===== src/rtl/foxtrot_mem_pkg.sv =====
// Shared types and constants for the memory-port arbiter and related blocks.
package foxtrot_mem_pkg;

  localparam int DEFAULT_ADDR_W = 64;
  localparam int DEFAULT_DATA_W = 64;

  // Stored channel-index width; wide enough for up to 256 read channels.
  localparam int CH_W = 8;

  typedef struct packed {
    logic [CH_W-1:0] ch;
    logic            drop;
  } inflight_entry_t;

  function automatic logic [31:0] sat_inc(input logic [31:0] v);
    return (v == '1) ? v : v + 32'd1;
  endfunction

endpackage


===== src/rtl/rr_arbiter.sv =====
// Combinational round-robin arbiter: grants the first requester at or after ptr,
// wrapping modulo N. Reusable wherever a rotating-priority pick is needed.
module rr_arbiter #(
  parameter int N     = 2,
  parameter int IDX_W = (N > 1) ? $clog2(N) : 1
) (
  input  logic [N-1:0]     req,
  input  logic [IDX_W-1:0] ptr,
  output logic [N-1:0]     grant,
  output logic [IDX_W-1:0] grant_idx,
  output logic             grant_valid
);

  always_comb begin
    // NOTE: every output gets a default before the search loops so no path leaves
    // a value unassigned, which would otherwise infer a latch.
    grant       = '0;
    grant_idx   = '0;
    grant_valid = 1'b0;
    for (int c = 0; c < N; c++) begin
      if (!grant_valid && req[c] && (c >= int'(ptr))) begin
        grant[c]    = 1'b1;
        grant_idx   = IDX_W'(c);
        grant_valid = 1'b1;
      end
    end
    // Wrap-around pass over the channels below ptr.
    for (int c = 0; c < N; c++) begin
      if (!grant_valid && req[c] && (c < int'(ptr))) begin
        grant[c]    = 1'b1;
        grant_idx   = IDX_W'(c);
        grant_valid = 1'b1;
      end
    end
  end

endmodule


===== src/rtl/mem_port_arbiter.sv =====
// Merges N_RD read channels and one write channel onto single memory ports, with
// in-order read tracking and per-channel flush. Define MEM_ARB_STATS_EN for counters.
module mem_port_arbiter
  import foxtrot_mem_pkg::*;
#(
  parameter int N_RD            = 2,
  parameter int ADDR_W          = DEFAULT_ADDR_W,
  parameter int DATA_W          = DEFAULT_DATA_W,
  parameter int MAX_OUTSTANDING = 4,
  parameter int CH_BITS         = (N_RD > 1) ? $clog2(N_RD) : 1
) (
  input  logic                          clk,
  input  logic                          rst,
  input  logic [N_RD-1:0]               rd_req_valid,
  output logic [N_RD-1:0]               rd_req_ready,
  input  logic [N_RD-1:0][ADDR_W-1:0]   rd_req_addr,
  output logic [N_RD-1:0]               rd_rsp_valid,
  output logic [N_RD-1:0][DATA_W-1:0]   rd_rsp_data,
  input  logic                          flush_valid,
  input  logic [N_RD-1:0]               flush_mask,
  input  logic                          wr_valid,
  output logic                          wr_ready,
  input  logic [ADDR_W-1:0]             wr_addr,
  input  logic [DATA_W-1:0]             wr_data,
  output logic                          mem_ren,
  output logic [ADDR_W-1:0]             mem_raddr,
  input  logic                          mem_rvalid,
  input  logic [DATA_W-1:0]             mem_rdata,
  output logic                          mem_wen,
  output logic [ADDR_W-1:0]             mem_waddr,
  output logic [DATA_W-1:0]             mem_wdata
`ifdef MEM_ARB_STATS_EN
  ,
  output logic [N_RD-1:0][31:0]         stat_grants,
  output logic [N_RD-1:0][31:0]         stat_stalls,
  output logic [31:0]                   stat_dropped
`endif
);

  localparam int PTR_W = $clog2(MAX_OUTSTANDING);
  localparam int CNT_W = PTR_W + 1;

  inflight_entry_t fifo_q [MAX_OUTSTANDING];
  logic [PTR_W-1:0]   wr_ptr_q, rd_ptr_q;
  logic [CNT_W-1:0]   count_q;
  logic [CH_BITS-1:0] rr_ptr_q;

  logic               pop, push, can_issue;
  logic [N_RD-1:0]    eligible, grant;
  logic [CH_BITS-1:0] grant_idx;
  logic               grant_valid;
  logic [MAX_OUTSTANDING-1:0] entry_flushed;
  logic [N_RD-1:0]    head_onehot;
  logic               head_drop;

  // An empty tracker means the response belongs to nobody (e.g. after reset).
  assign pop       = mem_rvalid && (count_q != '0);
  assign can_issue = (count_q < CNT_W'(MAX_OUTSTANDING)) || pop;
  assign eligible  = rd_req_valid & ~({N_RD{flush_valid}} & flush_mask);

  rr_arbiter #(.N(N_RD), .IDX_W(CH_BITS)) u_rr (
    .req         (eligible),
    .ptr         (rr_ptr_q),
    .grant       (grant),
    .grant_idx   (grant_idx),
    .grant_valid (grant_valid)
  );

  assign push         = rst && can_issue && grant_valid;
  assign rd_req_ready = push ? grant : '0;
  assign wr_ready     = rst;

  always_comb begin
    entry_flushed = '0;
    head_onehot   = '0;
    for (int i = 0; i < MAX_OUTSTANDING; i++) begin
      for (int c = 0; c < N_RD; c++) begin
        if (flush_valid && flush_mask[c] && (fifo_q[i].ch == CH_W'(c))) entry_flushed[i] = 1'b1;
      end
    end
    for (int c = 0; c < N_RD; c++) begin
      if (fifo_q[rd_ptr_q].ch == CH_W'(c)) head_onehot[c] = 1'b1;
    end
  end

  // A flush in the same cycle as the pop still suppresses that response.
  assign head_drop = fifo_q[rd_ptr_q].drop || entry_flushed[rd_ptr_q];

  // NOTE: the tracker storage has no reset; validity comes only from the reset
  // pointers and count, so clearing the array would add logic for nothing.
  always_ff @(posedge clk) begin
    for (int i = 0; i < MAX_OUTSTANDING; i++) begin
      if (entry_flushed[i]) fifo_q[i].drop <= 1'b1;
    end
    if (push) fifo_q[wr_ptr_q] <= '{ch: CH_W'(grant_idx), drop: 1'b0};
  end

  // NOTE: state registers use non-blocking assignment so every register samples
  // pre-edge values regardless of statement order.
  always_ff @(posedge clk) begin
    if (!rst) begin
      wr_ptr_q     <= '0;
      rd_ptr_q     <= '0;
      count_q      <= '0;
      rr_ptr_q     <= '0;
      mem_ren      <= 1'b0;
      mem_raddr    <= '0;
      rd_rsp_valid <= '0;
      rd_rsp_data  <= '0;
      mem_wen      <= 1'b0;
      mem_waddr    <= '0;
      mem_wdata    <= '0;
    end else begin
      if (push) begin
        wr_ptr_q  <= wr_ptr_q + 1'b1;
        rr_ptr_q  <= (grant_idx == CH_BITS'(N_RD - 1)) ? '0 : grant_idx + 1'b1;
        mem_raddr <= rd_req_addr[grant_idx];
      end
      if (pop) rd_ptr_q <= rd_ptr_q + 1'b1;
      case ({push, pop})
        2'b10:   count_q <= count_q + 1'b1;
        2'b01:   count_q <= count_q - 1'b1;
        default: count_q <= count_q;
      endcase
      mem_ren      <= push;
      rd_rsp_valid <= (pop && !head_drop) ? head_onehot : '0;
      for (int c = 0; c < N_RD; c++) begin
        if (pop && !head_drop && head_onehot[c]) rd_rsp_data[c] <= mem_rdata;
      end
      mem_wen <= wr_valid;
      if (wr_valid) begin
        mem_waddr <= wr_addr;
        mem_wdata <= wr_data;
      end
    end
  end

`ifdef MEM_ARB_STATS_EN
  always_ff @(posedge clk) begin
    if (!rst) begin
      stat_grants  <= '0;
      stat_stalls  <= '0;
      stat_dropped <= '0;
    end else begin
      for (int c = 0; c < N_RD; c++) begin
        if (rd_req_ready[c]) stat_grants[c] <= sat_inc(stat_grants[c]);
        if (rd_req_valid[c] && !rd_req_ready[c]) stat_stalls[c] <= sat_inc(stat_stalls[c]);
      end
      if (pop && head_drop) stat_dropped <= sat_inc(stat_dropped);
    end
  end
`endif

endmodule


===== config.mk =====
export PLATFORM = sky130hd
export DESIGN_NAME = mem_port_arbiter
export DESIGN_NICKNAME = d
export VERILOG_FILES = /design/src/rtl/foxtrot_mem_pkg.sv /design/src/rtl/rr_arbiter.sv /design/src/rtl/mem_port_arbiter.sv
export SDC_FILE = /design/constraint.sdc
export NUM_CORES = 1
export LEC_CHECK = 0
export ABC_AREA = 1
export CORE_AREA = 2 2 257 259
export CTS_CLUSTER_DIAMETER = 40
export DETAILED_ROUTE_END_ITERATION = 16
export DIE_AREA = 0 0 259 261
export MAX_ROUTING_LAYER = met4
export PLACE_DENSITY = 0.44
export RECOVER_POWER = 100
export SYNTH_ARGS = -nofsm -noshare
export SYNTH_HDL_FRONTEND = slang
export SYNTH_SLANG_ARGS = --single-unit

===== constraint.sdc =====
create_clock -name clk -period 4.8 [get_ports clk]
set_input_delay 0.48 -clock clk [delete_from_list [all_inputs] [get_ports clk]]
set_output_delay 0.48 -clock clk [all_outputs]
set_load 0.01 [all_outputs]

# Word-level counts from Yosys, hierarchy flattened
# Memory sizes are Yosys's and may differ from the RTL's. A register that Yosys moved wholly into a read port is not among the register bits.
# Index checks and enable logic that the tools add are counted.
# W data, S select, Z words.
# totals
reg_bits	332
inputBits	329
mem_bits_rw	8
romBits	0
out_inout_bits	327
latch_bits	0
memories	1
wordCells	101
# mem_list
name	words	word_bits	rd	rd_ports_with_merged_regs	write_ports	line_no	source
fifo_q	4	2	5	1	5	mem_port_arbiter.sv:43	inflight_entry_t fifo_q [MAX_OUTSTANDING];
# op_classes
mux	35
reduce_logical	33
addsub	5
div	0
eq_ne	7
bitwise_logic	3
mul	0
shift	0
n_lt_le_gt_ge	5
# ops
operator	n
$mux W64	2
$eq A8 B1 Y1 const B	5
$logic_not A8 Y1	5
$mux W1	28
$logic_and A1 B1 Y1	20
$mux W2	3
$pmux W3 S2	1
$add A2 B1 Y2 const B	2
$and A2 B2 Y2	2
$add A3 B1 Y3 const B	1
$logic_not A1 Y1	3
$lt A2 B3 Y1 const B	1
$lt A3 B3 Y1 const B	1
$reduce_bool A3 Y1	1
$sub A3 B1 Y3 const B	1
$bmux W1 S2	1
$eq A2 B1 Y1 const B	1
$eq A2 B2 Y1 const B	1
$logic_or A1 B1 Y1	2
$lt A1 B2 Y1 const B	1
$not A2 Y2	1
$reduce_and A2 Y1	1
$reduce_bool A2 Y1	1
$add A1 B1 Y1 const B	1
2 further kinds	2

# Depth between registers and ports, before layout
# depth
ltp_word	15
ltp_mapped	14
mapped_depth_nobuf	11

# Hierarchy
# A second synthesis with hierarchy kept.
# unflattened
hier_cells	1818
area_unflattened_um2	13575.5
# by_module_without_submodules
module	area_per_inst_um2	seq_area_each_um2	n_inst	cells_per_inst
mem_port_arbiter	13546.7	6886.6	1	1811
rr_arbiter	28.8	0.0	1	7

# Worst setup path after synthesis
# No wires, ideal clock.
# synth_path
path_kind	input-to-reg
startpoint	input port flush_valid
endpoint	register count_q[2]
setup_ps	122
stages	14
required_ps	4678
slack_ps	2402
arrival_ps	2276
n_path_buf	3
cell_sequence	buf_6 -> nand2_1 -> nand2_2 -> a21oi_4 -> inv_2 -> buf_2 -> buf_2 -> ha_1 -> inv_1 -> fa_1 -> a21oi_1 -> o21ai_0 -> o21ai_0 -> a21oi_1
# synth_via
elab_chain_len	15
word_cells_on_any_way	17
cone_classes	eq/ne (2); mux (4); bitwise (3); reduce/logical (8)
# synth_lines
element	line_no	source
from (decl)	mem_port_arbiter.sv:19	input logic flush_valid,
$and A2 B2 Y2 *	mem_port_arbiter.sv:59	assign eligible = rd_req_valid & ~({N_RD{flush_valid}} & flush_mask);
$not A2 Y2 *	mem_port_arbiter.sv:59	
$and A2 B2 Y2 *	mem_port_arbiter.sv:59	
$logic_and A1 B1 Y1	rr_arbiter.sv:21	if (!grant_valid && req[c] && (c >= int'(ptr))) begin
$mux W1	rr_arbiter.sv:21	
$logic_not A1 Y1	rr_arbiter.sv:21	
$logic_and A1 B1 Y1	rr_arbiter.sv:21	
$mux W1	rr_arbiter.sv:21	
$logic_not A1 Y1	rr_arbiter.sv:29	if (!grant_valid && req[c] && (c < int'(ptr))) begin
$logic_and A1 B1 Y1 (2 in a row)	rr_arbiter.sv:29	
$mux W1 *	rr_arbiter.sv:29	
$logic_and A1 B1 Y1 *	mem_port_arbiter.sv:69	assign push = rst && can_issue && grant_valid;
$eq A2 B1 Y1 / $eq A2 B2 Y1 (equally long branches)	mem_port_arbiter.sv:120	case ({push, pop})
$pmux W3 S2 / $reduce_bool A2 Y1 (equally long branches)	--	
to (signal assigned)	mem_port_arbiter.sv:121	2'b10: count_q <= count_q + 1'b1;
to (signal assigned)	mem_port_arbiter.sv:122	2'b01: count_q <= count_q - 1'b1;
to (signal assigned)	mem_port_arbiter.sv:123	default: count_q <= count_q;
to (decl)	mem_port_arbiter.sv:45	logic [CNT_W-1:0] count_q;
# Mark *: on every way between the ends. The rest lies on a longest branch, timed or not.
# A chain may end at the register's enable or synchronous reset.

# Worst setup path in the final report
# layout_path
startpoint	input port flush_valid
endpoint	output port rd_req_ready[0]
# layout_via
elab_chain_len	14
word_cells_on_any_way	15
cone_classes	mux (5); bitwise (3); reduce/logical (7)
# layout_lines
element	line_no	source
$and A2 B2 Y2 *	mem_port_arbiter.sv:59	
$not A2 Y2 *	mem_port_arbiter.sv:59	
$and A2 B2 Y2 *	mem_port_arbiter.sv:59	
$logic_and A1 B1 Y1	rr_arbiter.sv:21	
$mux W1	rr_arbiter.sv:21	
$logic_not A1 Y1	rr_arbiter.sv:21	
$logic_and A1 B1 Y1	rr_arbiter.sv:21	
$mux W1	rr_arbiter.sv:21	
$logic_not A1 Y1	rr_arbiter.sv:29	
$logic_and A1 B1 Y1 (2 in a row)	rr_arbiter.sv:29	
$mux W1	rr_arbiter.sv:29	
$logic_and A1 B1 Y1	mem_port_arbiter.sv:69	
$mux W2 *	mem_port_arbiter.sv:70	assign rd_req_ready = push ? grant : '0;
to (decl)	mem_port_arbiter.sv:15	output logic [N_RD-1:0] rd_req_ready,
# Marks and branches as above.

==> qor.yml <==
status:
  outcome: "finished with violations"
  violations: "max-capacitance violations, max-slew violations"
global_routing:
  grt_max_degree: 129
  overflow: 0
  grt_pass1_vias: 14237
  grt_usage_pct: 17.0
  antenna_found_initial: 8
  grt_pass1_wl_um: 85700
detailed_routing:
  drc: 0
  wirelength_um: 57900
  vias: 14306
  wl_per_cell_um: 16.8
  via_per_inst: 4.14
  drt_iter0_drc: 638
  dr.pass1.iters: 5
  ant_nets: 0
final_layout:
  layout.cells.non_filler: 3452
  fin_nets: 2855
  layout-drive-gt1-share_pct: 6.01
  post-route-cell-area_mm2: 0.0233
  areaGrowthSynthToFinish_pct: 72.6
clocking:
  clk_latency_ns: 0.60
  cts_tree: "done"
  clk_pin_slew_ns: 0.04
  cts.sinks: 342
  cts_setup_buffers: 0
  htree_levels: 3
  cts_resized: 0
  cts_buffers: 74
  hold_buffers: 0
  clock_path_buffers: 3
  cts-root-buf: "clkbuf_16"
power:
  peakVddDrop_uv: 294
  seqPwrFrac_pct: 30.6
  combPwrFrac_pct: 18.8
  leakagePower_nw: 10.8
  internal-power_mw: 7.84
  powerDensity_mw_per_mm2: 465
  power_switching_mw: 3.00
  p_clk_share_pct: 50.6
  swShare_pct: 27.7
place:
  gp_congestion: 0.848
  place_inst: 3308
  io_buffer_count: 655
  placed_cell_area_mm2: 0.0206
  pre_cts_ws_ns: 1.54
  dp_hpwl_um: 40400
flow_run:
  cap_viol_max_count: 7
yosys:
  syn_avg_cell_area_um2: 7.10
  synth_cell_types: 24
  seq_area_frac_synth_pct: 51.0
  synth_nets: 2238
  synth.ff_latch_count: 342
  syn_area_mm2: 0.0135
  yosys_warnings: 0
  synth_cells: 1903
floorplan:
  num_rows: 94
  chipWidth_um: 259
  num_io_pins: 656
  start_util_pct: 20.8
  dieArea_mm2: 0.0676
  fp.dieH_um: 261
  coreArea_mm2: 0.0650
sta:
  holdWs_ns: 0.439
  setup_viol: 0
  fin_crit_sh_pct: 75.8
  slew_viol_final: 378
  hold_viol: 0
  max_slew_margin_pct: -42.7
  tightest_slew_ns: 2.14
  fin_ws_ns: 1.16
  max_freq_mhz: 275
  fin_tns_setup_ns: 0
  fin_crit_ns: 3.64
  rsz0062_at_grt: "no"
  fin_skew_ns: 0.0243
setup_path:
  cp.arrival_ns: 3.16
  critPathCaptureType: "primary output"
  path_max_fanout: 70
  required_ns: 4.32
  startpoint_type: "input port"
  path_class: "in -> out"
min_path:
  hold_path_class: "in -> reg"
-- cell type report --
class / count / area (µm²)
diodes: 10 / 25.0
fillers: 6708 / 41700
inverters: 155 / 584
repair buffers: 669 / 6650
well taps: 864 / 1080
multi-input cells: 1278 / 5390
clock buffers: 96 / 2090
flip-flops and latches: 342 / 6890
clock inverters: 38 / 613
-- state kept, by name, indices dropped and copies added, names as in the netlist, named ones only --
name	cells
rd_rsp_data	128
rr_ptr_q	1
rd_rsp_valid	2
mem_ren	1
mem_wen	1
mem_raddr	64
wr_ptr_q	2
mem_waddr	64
count_q	3
fifo_q	8
mem_wdata	64
rd_ptr_q	2
-- cell usage in the layout, fill, tap and decap left out, types with 11 or more instances in the layout --
cell             instances
nand2_1                369
clkbuf_8                12
clkbuf_1                11
dlygate4sd3_1          327
inv_1                  146
dfxtp_1                338
nand3_1                210
clkbuf_16               76
nor2_1                 524
bufinv_16               13
clkdlybuf4s50_1        326
o21ai_0                137
-- final timing paths --
kind	startpoint	endpoint	slack [ns]	depth (start not counted)
min	rst	mem_raddr[7]	0.44	3
max reg2reg	count_q[2]	mem_raddr[21]	1.51	11
min reg2reg	mem_raddr[56]	mem_raddr[56]	0.46	2
max	flush_valid	rd_req_ready[0]	1.16	8
-- power groups by stage --
stage	Combinational (mW)	Clock [mW]	Sequential [mW]
floorplan	0.914	0	3.49
global placement	2.16	0	3.37
detailed placement	2.16	0	3.38
CTS	2.17	5.62	3.33
global route	2.26	5.76	3.35
finish	2.04	5.48	3.32
-- per-stage QoR --
step           util, %  total power [mW]
4_1_cts           35.9              11.1
3_5_place_dp      31.7              5.54
3_3_place_gp      31.7              5.53
5_1_grt           35.8              11.4
6_report          35.9              10.8
2_1_floorplan        -              4.40
-- critical path, cell delays in order --
cell and delay (ns):
dlygate4sd3_1 0.66, nand2_1 0.13, nand2_2 0.05, a21oi_1 0.36
clkinv_1 0.16, buf_4 0.39, nor2_1 0.24, dlygate4sd3_1 0.63
-- metal layers --
metal	share of wire (%)	GRT usage (%)	wire length [µm]
met4	2.2	5.06	1280
met3	9.2	6.81	5350
met5	0	-	0
met1	40	18.7	23100
met2	49	28.1	28200
-- cells in the mapped netlist --
library cell / instances / share of area, %
a21oi_1: 7 / 0.26
a21oi_4: 1 / 0.12
a22oi_1: 10 / 0.56
a31o_2: 4 / 0.26
buf_1: 8 / 0.22
buf_2: 33 / 1.2
buf_4: 20 / 1.1
buf_6: 5 / 0.42
clkbuf_1: 62 / 1.7
dfxtp_1: 338 / 50
edfxtp_1: 4 / 0.89
fa_1: 1 / 0.15
ha_1: 5 / 0.46
inv_1: 146 / 4.1
inv_2: 9 / 0.25
nand2_1: 369 / 10
nand2_2: 2 / 0.093
nand3_1: 209 / 7.7
nand3_2: 1 / 0.074
nor2_1: 524 / 15
nor2_4: 3 / 0.25
nor3_1: 2 / 0.074
o21ai_0: 136 / 5.0
o21ai_1: 4 / 0.15
-- logic make-up after synthesis --
family	synth area share, %
DFF	51.0
and+or+nand+nor	33.0
buffers and inverters	9.00
AOI/OAI and AO/OA	6.38
adders and majority gates	0.611
Power figures use the tool's default switching activity.
